## config.mk

```make
export PLATFORM = sky130hd
export DESIGN_NAME = mem_pattern_filler_flat
export DESIGN_NICKNAME = d
export VERILOG_FILES = /design/src/rtl/mem_filler_pkg.sv /design/src/rtl/mem_pattern_filler_if.sv /design/src/rtl/fill_pattern_gen.sv /design/src/rtl/mem_pattern_filler.sv /design/src/flat_wrapper.sv
export SDC_FILE = /design/constraint.sdc
export NUM_CORES = 1
export LEC_CHECK = 0
export ABC_AREA = 1
export BUFFER_PORTS_ARGS = -buffer_cell sky130_fd_sc_hd__buf_2
export CAP_MARGIN = 10
export CORE_AREA = 4 4 125 127
export CTS_CLUSTER_DIAMETER = 200
export DETAILED_ROUTE_END_ITERATION = 12
export DIE_AREA = 0 0 129 131
export PLACE_DENSITY_LB_ADDON = 0.25
export SLEW_MARGIN = 20
export SYNTH_ARGS = -nofsm -noshare
export SYNTH_HDL_FRONTEND = slang
export SYNTH_SLANG_ARGS = --single-unit
export TNS_END_PERCENT = 20
```

## constraint.sdc

```tcl
create_clock -name clk -period 3.6 [get_ports clk]
set_input_delay 0.36 -clock clk [delete_from_list [all_inputs] [get_ports clk]]
set_output_delay 0.36 -clock clk [all_outputs]
set_load 0.02 [all_outputs]
```

## src/rtl/mem_filler_pkg.sv

```systemverilog
// Shared encodings for the memory pattern filler: data modes, FSM states,
// LFSR constants and the OKAY response code.
package mem_filler_pkg;

  // Data pattern modes, as presented on the mode input.
  localparam logic [1:0] MODE_CONST = 2'd0;
  localparam logic [1:0] MODE_INCR  = 2'd1;
  localparam logic [1:0] MODE_ADDR  = 2'd2;
  localparam logic [1:0] MODE_LFSR  = 2'd3;

  typedef enum logic [1:0] {
    StIdle  = 2'd0,
    StRun   = 2'd1,
    StDrain = 2'd2,
    StDone  = 2'd3
  } state_e;

  // Galois feedback taps and the seed used when the caller supplies zero
  // (an all-zero state would lock the LFSR).
  localparam logic [31:0] LFSR_POLY         = 32'h8020_0003;
  localparam logic [31:0] LFSR_DEFAULT_SEED = 32'h0000_0001;

  localparam int unsigned RESP_OKAY = 0;

endpackage

```

## src/rtl/mem_pattern_filler_if.sv

```systemverilog
// AW/W/B write-channel bundle between the filler (master) and the memory (slave).
interface mem_pattern_filler_if #(
  parameter int unsigned ADDR_WDTH = 4,
  parameter int unsigned DATA_WDTH = 32,
  parameter int unsigned RESP_WDTH = 2
);

  logic                 aw_valid;
  logic                 aw_ready;
  logic [ADDR_WDTH-1:0] aw_address;
  logic                 w_valid;
  logic                 w_ready;
  logic [DATA_WDTH-1:0] w_data;
  logic                 b_valid;
  logic [RESP_WDTH-1:0] b_resp;
  logic                 b_ready;

  modport master (
    output aw_valid, aw_address, w_valid, w_data, b_ready,
    input  aw_ready, w_ready, b_valid, b_resp
  );

  modport slave (
    input  aw_valid, aw_address, w_valid, w_data, b_ready,
    output aw_ready, w_ready, b_valid, b_resp
  );

endinterface

```

## src/rtl/fill_pattern_gen.sv

```systemverilog
// Write-data pattern generator: captures mode and seed on load, keeps the
// LFSR state, and produces the data word for beat k.
module fill_pattern_gen
  import mem_filler_pkg::*;
#(
  parameter int unsigned ADDR_WDTH = 4,
  parameter int unsigned DATA_WDTH = 32
) (
  input  logic                 clk,
  input  logic                 rst_n,
  input  logic                 load,
  input  logic                 step,
  input  logic [1:0]           mode,
  input  logic [DATA_WDTH-1:0] seed,
  input  logic [ADDR_WDTH-1:0] base,
  input  logic [ADDR_WDTH:0]   k,
  output logic [DATA_WDTH-1:0] data
);

  localparam logic [DATA_WDTH-1:0] Poly     = DATA_WDTH'(LFSR_POLY);
  localparam logic [DATA_WDTH-1:0] DefSeed  = DATA_WDTH'(LFSR_DEFAULT_SEED);

  logic [1:0]           mode_q;
  logic [DATA_WDTH-1:0] seed_q;
  logic [DATA_WDTH-1:0] lfsr_q;
  logic [DATA_WDTH-1:0] lfsr_d;
  logic [ADDR_WDTH-1:0] addr_k;

  // Next LFSR value: shift right, fold in the taps when a one drops out.
  always_comb begin
    lfsr_d = lfsr_q >> 1;
    if (lfsr_q[0]) begin
      lfsr_d = (lfsr_q >> 1) ^ Poly;
    end
  end

  // Capture mode/seed on load; advance the LFSR once per accepted W beat.
  always_ff @(posedge clk or negedge rst_n) begin
    if (!rst_n) begin
      mode_q <= MODE_CONST;
      seed_q <= '0;
      lfsr_q <= '0;
    end else if (load) begin
      mode_q <= mode;
      seed_q <= seed;
      lfsr_q <= (seed == '0) ? DefSeed : seed;
    end else if (step) begin
      lfsr_q <= lfsr_d;
    end
  end

  assign addr_k = base + k[ADDR_WDTH-1:0];

  // Mode mux for the data of beat k.
  always_comb begin
    data = seed_q;
    unique case (mode_q)
      MODE_CONST: data = seed_q;
      MODE_INCR:  data = seed_q + DATA_WDTH'(k);
      MODE_ADDR:  data = DATA_WDTH'(addr_k);
      MODE_LFSR:  data = lfsr_q;
      default:    data = seed_q;
    endcase
  end

endmodule

```

## src/rtl/mem_pattern_filler.sv

```systemverilog
// Memory pattern filler: on start, writes arr_size words from base_addr over
// the AW/W/B channels with a bounded number of outstanding writes, and
// counts error responses.
module mem_pattern_filler
  import mem_filler_pkg::*;
#(
  parameter int unsigned ADDR_WDTH = 4,
  parameter int unsigned DATA_WDTH = 32,
  parameter int unsigned RESP_WDTH = 2,
  parameter int unsigned MAX_OUTST = 4,   // 1..15
  parameter int unsigned CNT_WDTH  = 8
) (
  input  logic                 clk,
  input  logic                 rst_n,
  input  logic                 start,
  input  logic [1:0]           mode,
  input  logic [ADDR_WDTH-1:0] base_addr,
  input  logic [ADDR_WDTH:0]   arr_size,
  input  logic [DATA_WDTH-1:0] seed,
  output logic                 busy,
  output logic                 done,
  output logic                 error,
  output logic [CNT_WDTH-1:0]  err_count,
  mem_pattern_filler_if.master bus
);

  typedef logic [ADDR_WDTH:0] cnt_t;

  state_e               state_q, state_d;
  logic [ADDR_WDTH-1:0] base_q;
  cnt_t                 size_q;
  cnt_t                 aw_cnt_q, w_cnt_q, b_cnt_q;
  cnt_t                 aw_cnt_nxt, w_cnt_nxt;
  cnt_t                 issued_min;
  logic                 error_q;
  logic [CNT_WDTH-1:0]  err_cnt_q;
  logic                 start_ok;
  logic                 aw_hs, w_hs, b_hs;
  logic                 b_bad;

  assign start_ok   = start && ((state_q == StIdle) || (state_q == StDone));
  assign aw_hs      = bus.aw_valid && bus.aw_ready;
  assign w_hs       = bus.w_valid && bus.w_ready;
  assign b_hs       = bus.b_valid && bus.b_ready;
  assign b_bad      = bus.b_resp != RESP_WDTH'(RESP_OKAY);
  assign aw_cnt_nxt = aw_cnt_q + cnt_t'(aw_hs);
  assign w_cnt_nxt  = w_cnt_q + cnt_t'(w_hs);
  // Only beats whose address and data are both out can be answered.
  assign issued_min = (aw_cnt_q < w_cnt_q) ? aw_cnt_q : w_cnt_q;

  // State register.
  always_ff @(posedge clk or negedge rst_n) begin
    if (!rst_n) begin
      state_q <= StIdle;
    end else begin
      state_q <= state_d;
    end
  end

  // Next-state logic.
  always_comb begin
    state_d = state_q;
    case (state_q)
      StIdle, StDone: begin
        if (start) begin
          state_d = (arr_size == '0) ? StDone : StRun;
        end
      end
      StRun: begin
        // Use post-handshake counts so the final beat moves us on directly.
        if ((aw_cnt_nxt == size_q) && (w_cnt_nxt == size_q)) begin
          state_d = StDrain;
        end
      end
      StDrain: begin
        if (b_cnt_q == size_q) begin
          state_d = StDone;
        end
      end
      default: state_d = StIdle;
    endcase
  end

  // Outputs decoded from state and counters; valids depend only on
  // registered values so they cannot drop mid-beat.
  always_comb begin
    busy         = (state_q == StRun) || (state_q == StDrain);
    done         = (state_q == StDone);
    bus.aw_valid = (state_q == StRun) && (aw_cnt_q < size_q) &&
                   (32'(cnt_t'(aw_cnt_q - b_cnt_q)) < MAX_OUTST);
    bus.w_valid  = (state_q == StRun) && (w_cnt_q < size_q) &&
                   (32'(cnt_t'(w_cnt_q - b_cnt_q)) < MAX_OUTST);
    bus.b_ready  = busy && (b_cnt_q < issued_min);
  end

  assign bus.aw_address = base_q + aw_cnt_q[ADDR_WDTH-1:0];
  assign error          = error_q;
  assign err_count      = err_cnt_q;

  // Fill parameters and beat counters; start clears and re-arms them.
  always_ff @(posedge clk or negedge rst_n) begin
    if (!rst_n) begin
      base_q   <= '0;
      size_q   <= '0;
      aw_cnt_q <= '0;
      w_cnt_q  <= '0;
      b_cnt_q  <= '0;
    end else if (start_ok) begin
      base_q   <= base_addr;
      size_q   <= arr_size;
      aw_cnt_q <= '0;
      w_cnt_q  <= '0;
      b_cnt_q  <= '0;
    end else begin
      aw_cnt_q <= aw_cnt_nxt;
      w_cnt_q  <= w_cnt_nxt;
      if (b_hs) begin
        b_cnt_q <= b_cnt_q + cnt_t'(1);
      end
    end
  end

  // Sticky error flag and saturating error-response counter.
  always_ff @(posedge clk or negedge rst_n) begin
    if (!rst_n) begin
      error_q   <= 1'b0;
      err_cnt_q <= '0;
    end else if (start_ok) begin
      error_q   <= 1'b0;
      err_cnt_q <= '0;
    end else if (b_hs && b_bad) begin
      error_q <= 1'b1;
      if (err_cnt_q != {CNT_WDTH{1'b1}}) begin
        err_cnt_q <= err_cnt_q + CNT_WDTH'(1);
      end
    end
  end

  fill_pattern_gen #(
    .ADDR_WDTH (ADDR_WDTH),
    .DATA_WDTH (DATA_WDTH)
  ) u_pattern (
    .clk   (clk),
    .rst_n (rst_n),
    .load  (start_ok),
    .step  (w_hs),
    .mode  (mode),
    .seed  (seed),
    .base  (base_q),
    .k     (w_cnt_q),
    .data  (bus.w_data)
  );

endmodule

```

## src/flat_wrapper.sv

```systemverilog
// flat-port wrapper written by rule: the top's interface ports become plain ports
module mem_pattern_filler_flat import mem_filler_pkg::*;
#(
  parameter int unsigned ADDR_WDTH = 4,
  parameter int unsigned DATA_WDTH = 32,
  parameter int unsigned RESP_WDTH = 2,
  parameter int unsigned MAX_OUTST = 4,           
  parameter int unsigned CNT_WDTH  = 8
)
  (clk, rst_n, start, mode, base_addr, arr_size, seed, busy, done, error, err_count, bus_aw_valid, bus_aw_address, bus_w_valid, bus_w_data, bus_b_ready, bus_aw_ready, bus_w_ready, bus_b_valid, bus_b_resp);
  mem_pattern_filler_if #(.ADDR_WDTH(ADDR_WDTH), .DATA_WDTH(DATA_WDTH), .RESP_WDTH(RESP_WDTH)) bus_i ();
  input  logic clk;
  input  logic rst_n;
  input  logic start;
  input  logic [1:0] mode;
  input  logic [ADDR_WDTH-1:0] base_addr;
  input  logic [ADDR_WDTH:0] arr_size;
  input  logic [DATA_WDTH-1:0] seed;
  output logic busy;
  output logic done;
  output logic error;
  output logic [CNT_WDTH-1:0] err_count;
  output wire logic [$bits(bus_i.aw_valid)-1:0] bus_aw_valid;
  output wire logic [$bits(bus_i.aw_address)-1:0] bus_aw_address;
  output wire logic [$bits(bus_i.w_valid)-1:0] bus_w_valid;
  output wire logic [$bits(bus_i.w_data)-1:0] bus_w_data;
  output wire logic [$bits(bus_i.b_ready)-1:0] bus_b_ready;
  input wire logic [$bits(bus_i.aw_ready)-1:0] bus_aw_ready;
  input wire logic [$bits(bus_i.w_ready)-1:0] bus_w_ready;
  input wire logic [$bits(bus_i.b_valid)-1:0] bus_b_valid;
  input wire logic [$bits(bus_i.b_resp)-1:0] bus_b_resp;
  assign bus_aw_valid = bus_i.aw_valid;
  assign bus_aw_address = bus_i.aw_address;
  assign bus_w_valid = bus_i.w_valid;
  assign bus_w_data = bus_i.w_data;
  assign bus_b_ready = bus_i.b_ready;
  assign bus_i.aw_ready = bus_aw_ready;
  assign bus_i.w_ready = bus_w_ready;
  assign bus_i.b_valid = bus_b_valid;
  assign bus_i.b_resp = bus_b_resp;
  mem_pattern_filler #(.ADDR_WDTH(ADDR_WDTH), .DATA_WDTH(DATA_WDTH), .RESP_WDTH(RESP_WDTH), .MAX_OUTST(MAX_OUTST), .CNT_WDTH(CNT_WDTH)) u_core (.clk(clk), .rst_n(rst_n), .start(start), .mode(mode), .base_addr(base_addr), .arr_size(arr_size), .seed(seed), .busy(busy), .done(done), .error(error), .err_count(err_count), .bus(bus_i));
endmodule
```

* Word level (Yosys, flattened, before mapping)
Index checks and enable logic that the tools add are counted.
** Word-level totals
- Input bits :: 51
- Output and inout bits :: 50
- Word-level logic and storage cells :: 85
- Bits in registers :: 101
** Cells by class
- Bitwise logic cells :: 1
- Reduce and logical (&&, ||, !) cells :: 25
- Magnitude comparators :: 6
- $add $sub $neg :: 9
- Mux-type cells :: 20
- Equality and inequality tests :: 13
** Operators with widths (count)
- $mux W32 :: 4
- $pmux W32 S4 :: 1
- $add A32 B5 Y32 :: 1
- $logic_not A32 Y1 :: 1
- $mux W5 :: 5
- $mux W8 :: 3
- $lt A5 B5 Y1 :: 4
- $eq A5 B5 Y1 :: 3
- $logic_and A1 B1 Y1 :: 11
- $add A5 B1 Y5 :: 2
- $lt A5 B3 Y1 const B :: 2
- $reduce_bool A2 Y1 :: 5
- $sub A5 B5 Y5 :: 2
- $add A4 B4 Y4 :: 2
- $add A8 B1 Y8 const B :: 1
- $eq A2 B2 Y1 const B :: 4
- $mux W2 :: 4
- $ne A8 B8 Y1 const B :: 1
- $pmux W2 S3 :: 1
- $add A5 B1 Y5 const B :: 1
- $logic_not A5 Y1 :: 1
- $eq A2 B1 Y1 const B :: 2
- $logic_not A2 Y1 :: 2
- $ne A2 B1 Y1 const B :: 2
- 7 further kinds :: 9

* Depth between registers and ports, before layout
- Word-level depth :: 9
- Mapped depth :: 24
- Mapped depth without buffers :: 23

* By module
From an unflattened synthesis, not the netlist that was laid out.
** Second synthesis, totals
- Cell total of the unflattened synthesis :: 1046
- Area total of the unflattened synthesis :: 7310.8 um^2
** Modules (own cells, without submodules)
- fill_pattern_gen :: times used 1, area an instance 4589.4 um^2, cells an instance 701, sequential area each 1651.6 um^2
- mem_pattern_filler :: times used 1, area an instance 2721.4 um^2, cells an instance 345, sequential area each 875.8 um^2

* Least setup slack after synthesis
OpenSTA, ideal clock, no wires.
- Path kind :: register -> output
- Start point :: register u_core.w_cnt_q[1]
- End point :: output port bus_b_ready
- Setup slack :: 0.575 ns
- Path buffers :: 0
- Data required time :: 3.240 ns
- Cell stages (with the launch flop) :: 12
- Arrival time :: 2.665 ns
- Path through :: dfrtp_1 inv_1 ha_1 nand2_1 nor2_1 nand2_1 nand3_1 o21ai_0 ha_1 a211o_1 nor2_1 a21boi_0
** Between the ends
- Word-level cells in the longest chain between the ends :: 4
** RTL lines
- start: declaration :: RTL line mem_pattern_filler.sv:32 : cnt_t aw_cnt_q, w_cnt_q, b_cnt_q;
- start signal: assignment :: RTL line mem_pattern_filler.sv:116 : w_cnt_q <= w_cnt_nxt;
- $lt A5 B5 Y1 :: RTL line mem_pattern_filler.sv:49 : assign issued_min = (aw_cnt_q < w_cnt_q) ? aw_cnt_q : w_cnt_q;
- $mux W5 * :: RTL line mem_pattern_filler.sv:49
- $lt A5 B5 Y1 * :: RTL line mem_pattern_filler.sv:93 : bus.b_ready = busy && (b_cnt_q < issued_min);
- $logic_and A1 B1 Y1 * :: RTL line mem_pattern_filler.sv:93
- end: declaration :: RTL line flat_wrapper.sv:27 : output wire logic [$bits(bus_i.b_ready)-1:0] bus_b_ready;
Mark *: on every way between the ends. The rest lies on a longest branch, timed or not.

* Worst setup path after layout
- Start point :: register u_core.w_cnt_q[4]
- End point :: output port bus_b_ready
Same word-level chain as after synthesis.

==> summary.txt <==
status: finished, final reports clean
fill count: 1436
starting density of the core: 0.496
RD Place Congestion: 0.935
WL final: 20.2 mm
fin util: 0.563
number of synthesized flops with an enable pin: 0
drt via density: 5.41
Hold Crit Class: input pin to async pin
XOR/XNOR Fraction of Synth Area: 0.0318
clock share of power: 0.138
asr flop ratio synth: 1.00
Synth Register Bits: 101
DP HPWL: 14.9 mm
cell-internal power: 3.44 mW
YS warnings: 0
RSZ-0062 raised after global routing: false
critical path data arrival time: 2.99 ns
I/O Buffers: 100
area leader, netlist: dfrtp_1
area of the mapped netlist: 7150 sq um
placement row count: 44
H-tree Lvls: 3
CP max FO: 9
DRC errors left: 0
first-pass GRT wire length: 32.9 mm
multiplexer area fraction after synthesis: 0
NetSw: 3.78 mW
final hold violation count: 0
slew margin rel.: 0.377
Clock Pin Slew Worst Setup and Hold Paths: 0.07 ns
TNS Setup: 0 ns
DR vias: 7048
Met1 Wirelength: 9.58 mm
post-DR wirelength/cell: 15.5 microns
post-synthesis compound-gate area fraction: 0.119
GRT Util Overall: 0.246
IO Pins: 101
clk_skew: 0.00905 ns
adder-cell share of the synthesized area: 0.0819
vias in the first global route: 6467
Reg power frac: 0.283
Core Region: 14400 sq um
CTS root buffer: clkbuf_16
synthesized net count: 1123
grt total ovfl: 0
Area contributors post-synth: dfrtp_1 (35%), nand2_1 (17%), nand3_1 (7.6%), ha_1 (7.3%), inv_1 (6.3%)
worst hold slack: 0.0525 ns
setup repair bufs after CTS: 0
switching share of power: 0.524
Avg Synthesized Cell Area: 6.96 sq um
Final Max Tran Viols: 0
iteration-0 DRC count of the detailed router: 544
# hold bufs at CTS: 0
Die Area: 16900 sq um
Least-Margin Pin Slew: 0.934 ns
Gate Count Post-Synth: 1027
min Tclk post-route: 3.35 ns
Max-cap violations: 0
initial antenna violation count: 0
share of cells above drive strength 1: 0.130
dominant synthesized flop cell: dfrtp_1
required time of the critical path: 3.24 ns
critical path class: flop to output pin
combinational share of power: 0.580
Die W: 129 microns
period utilization: 0.930
First-pass DRT Iterations: 6
Worst VDD drop: 0.000605 V
P&R area growth vs syn: 13.6%
Clock Sinks: 101
worst-case clock buffer depth: 2
Clock Latency Late Sink: 0.37 ns
CTS Buf Count: 9
top routing layer used: met4
crit end category: output pin
Die Ht: 131 microns
routed wl met3: 1.31 mm
crit start category: flop
largest net degree at the start of global routing: 102
share of the synthesized area in the top cell type: 0.353
Seq/Total Area, Yosys: 0.353
largest family of logic cells by synthesized area: simple AND/OR/NAND/NOR gates
final setup fails: 0
simple-gate portion of the synthesized area: 0.329
CTS tree: done
Pwr per Cell Area: 889 nW/um^2
library cells used by synthesis: 43
Final #Nets: 1210
Max Fclk: 0.299 GHz
antenna cells: 0
met2 WL: 8.94 mm
Routed Antenna Nets: 0
P_leak: 4.22 nW
==> cell usage after synthesis, types with 2 or more instances <==
cell       instances
ha_1              42
buf_2              4
a31oi_1            2
dfrtp_1          101
buf_6              3
nor4_1             6
xnor2_1           10
nor2_2             2
fa_1               3
nor2_1            74
inv_1            120
a21oi_1           16
o2111ai_1          3
nand3b_1           5
nand4_1            9
o21ai_0           82
nand2_1          333
xor2_1            16
nor3_1            12
o211ai_1          11
or2_2              4
o22ai_1            4
clkbuf_1          22
buf_1              4
nand3_1          108
o221ai_1          11
o21a_1             4
==> worst max-delay path, stage by stage (launching register included) <==
cell      delay (ns)
dfrtp_1         0.43
inv_1           0.11
ha_1            0.32
a21oi_1         0.23
nand3_2         0.20
nand2_1         0.09
o21ai_1         0.07
ha_1            0.30
a211o_1         0.30
nor2_1          0.15
a21boi_1        0.24
buf_2           0.20
==> per-stage QoR <==
step	total power, mW	worst slack, ns	cell area [sq um]	cells
after floorplan	4.95	0.575	7150	1027
after global placement	6.16	0.432	7820	1287
after detailed placement	6.21	0.420	7820	1287
after CTS	7.22	0.00516	8110	1303
after global routing	7.87	0.00194	8120	1303
final	7.22	0.252	8120	1303
==> per-layer routing <==
layer,GRT usage,up-vias
li1,-,3532
met1,0.349,3281
met2,0.383,209
met3,0.0472,26
met4,0.0735,0
met5,0,-
==> sequential cells by signal, indices dropped and copies added, names as in the netlist <==
name / flops
u_core.u_pattern.lfsr_q: 32
u_core.u_pattern.seed_q: 32
u_core.err_count: 8
u_core.aw_cnt_q: 5
u_core.b_cnt_q: 5
u_core.size_q: 5
u_core.w_cnt_q: 5
u_core.base_q: 4
u_core.state_q: 2
u_core.u_pattern.mode_q: 2
u_core.error: 1
==> placed cells by master, fill, tap and decap left out, types with 11 or more instances in the layout <==
cell / count
nand2_1: 332
ha_1: 42
inv_1: 120
xor2_1: 16
o221ai_1: 11
o21ai_0: 80
a21oi_1: 16
dfrtp_1: 98
nor3_1: 12
nand3_1: 107
nor2_1: 73
buf_2: 99
o211ai_1: 11
==> what timing repair did <==
item / in CTS / in global routing
endpoints found under the setup margin: 0 / 1
endpoints found under the hold margin: 0 / 0
resized for setup: 0 / 7
==> cells by family after synthesis <==
logic type / count (synthesis)
AND/OR/NAND/NOR: 558
buffers and inverters: 155
AO/OA/AOI/OAI: 142
flip-flops: 101
adder cells (fa/ha/maj): 45
XOR/XNOR: 26
==> final timing paths <==
check / start / endpoint / cells past startpoint / slack [ns]
max: u_core.w_cnt_q[4]$_DFF_PN0_ / bus_b_ready / 11 / 0.25
min: rst_n / u_core.u_pattern.mode_q[1]$_DFFE_PN0P_ / 2 / 0.05
max reg2reg: u_core.b_cnt_q[1]$_DFFE_PN0P_ / u_core.state_q[0]$_DFFE_PN0P_ / 19 / 0.44
min reg2reg: u_core.error$_DFFE_PN0P_ / u_core.error$_DFFE_PN0P_ / 1 / 0.49
max in group asynchronous: rst_n / u_core.w_cnt_q[2]$_DFF_PN0_ / 2 / 3.10
min in group clk: base_addr[0] / u_core.base_q[0]$_DFFE_PN0P_ / 3 / 0.18
==> final cells by class <==
| class | instances | area, sq um | share of cell area |
|---|---|---|---|
| multi-input combinational | 771 | 4020 | 0.495 |
| sequential | 101 | 2530 | 0.312 |
| timing repair buffer | 110 | 591 | 0.0727 |
| inverter | 121 | 454 | 0.0559 |
| clock buffer | 10 | 239 | 0.0294 |
| tap | 184 | 230 | 0.0283 |
| clock inverter | 6 | 53.8 | 0.00662 |
==> power groups by stage <==
stage,Sequential [mW],Clock (mW),Combinational [mW]
2_1_floorplan,1.92,0,3.04
3_3_place_gp,2.04,0,4.13
3_5_place_dp,2.04,0,4.17
4_1_cts,2.02,1.01,4.18
5_1_grt,2.10,1.06,4.72
6_report,2.04,0.993,4.18
Note: power is estimated with default switching activity, not from simulation.
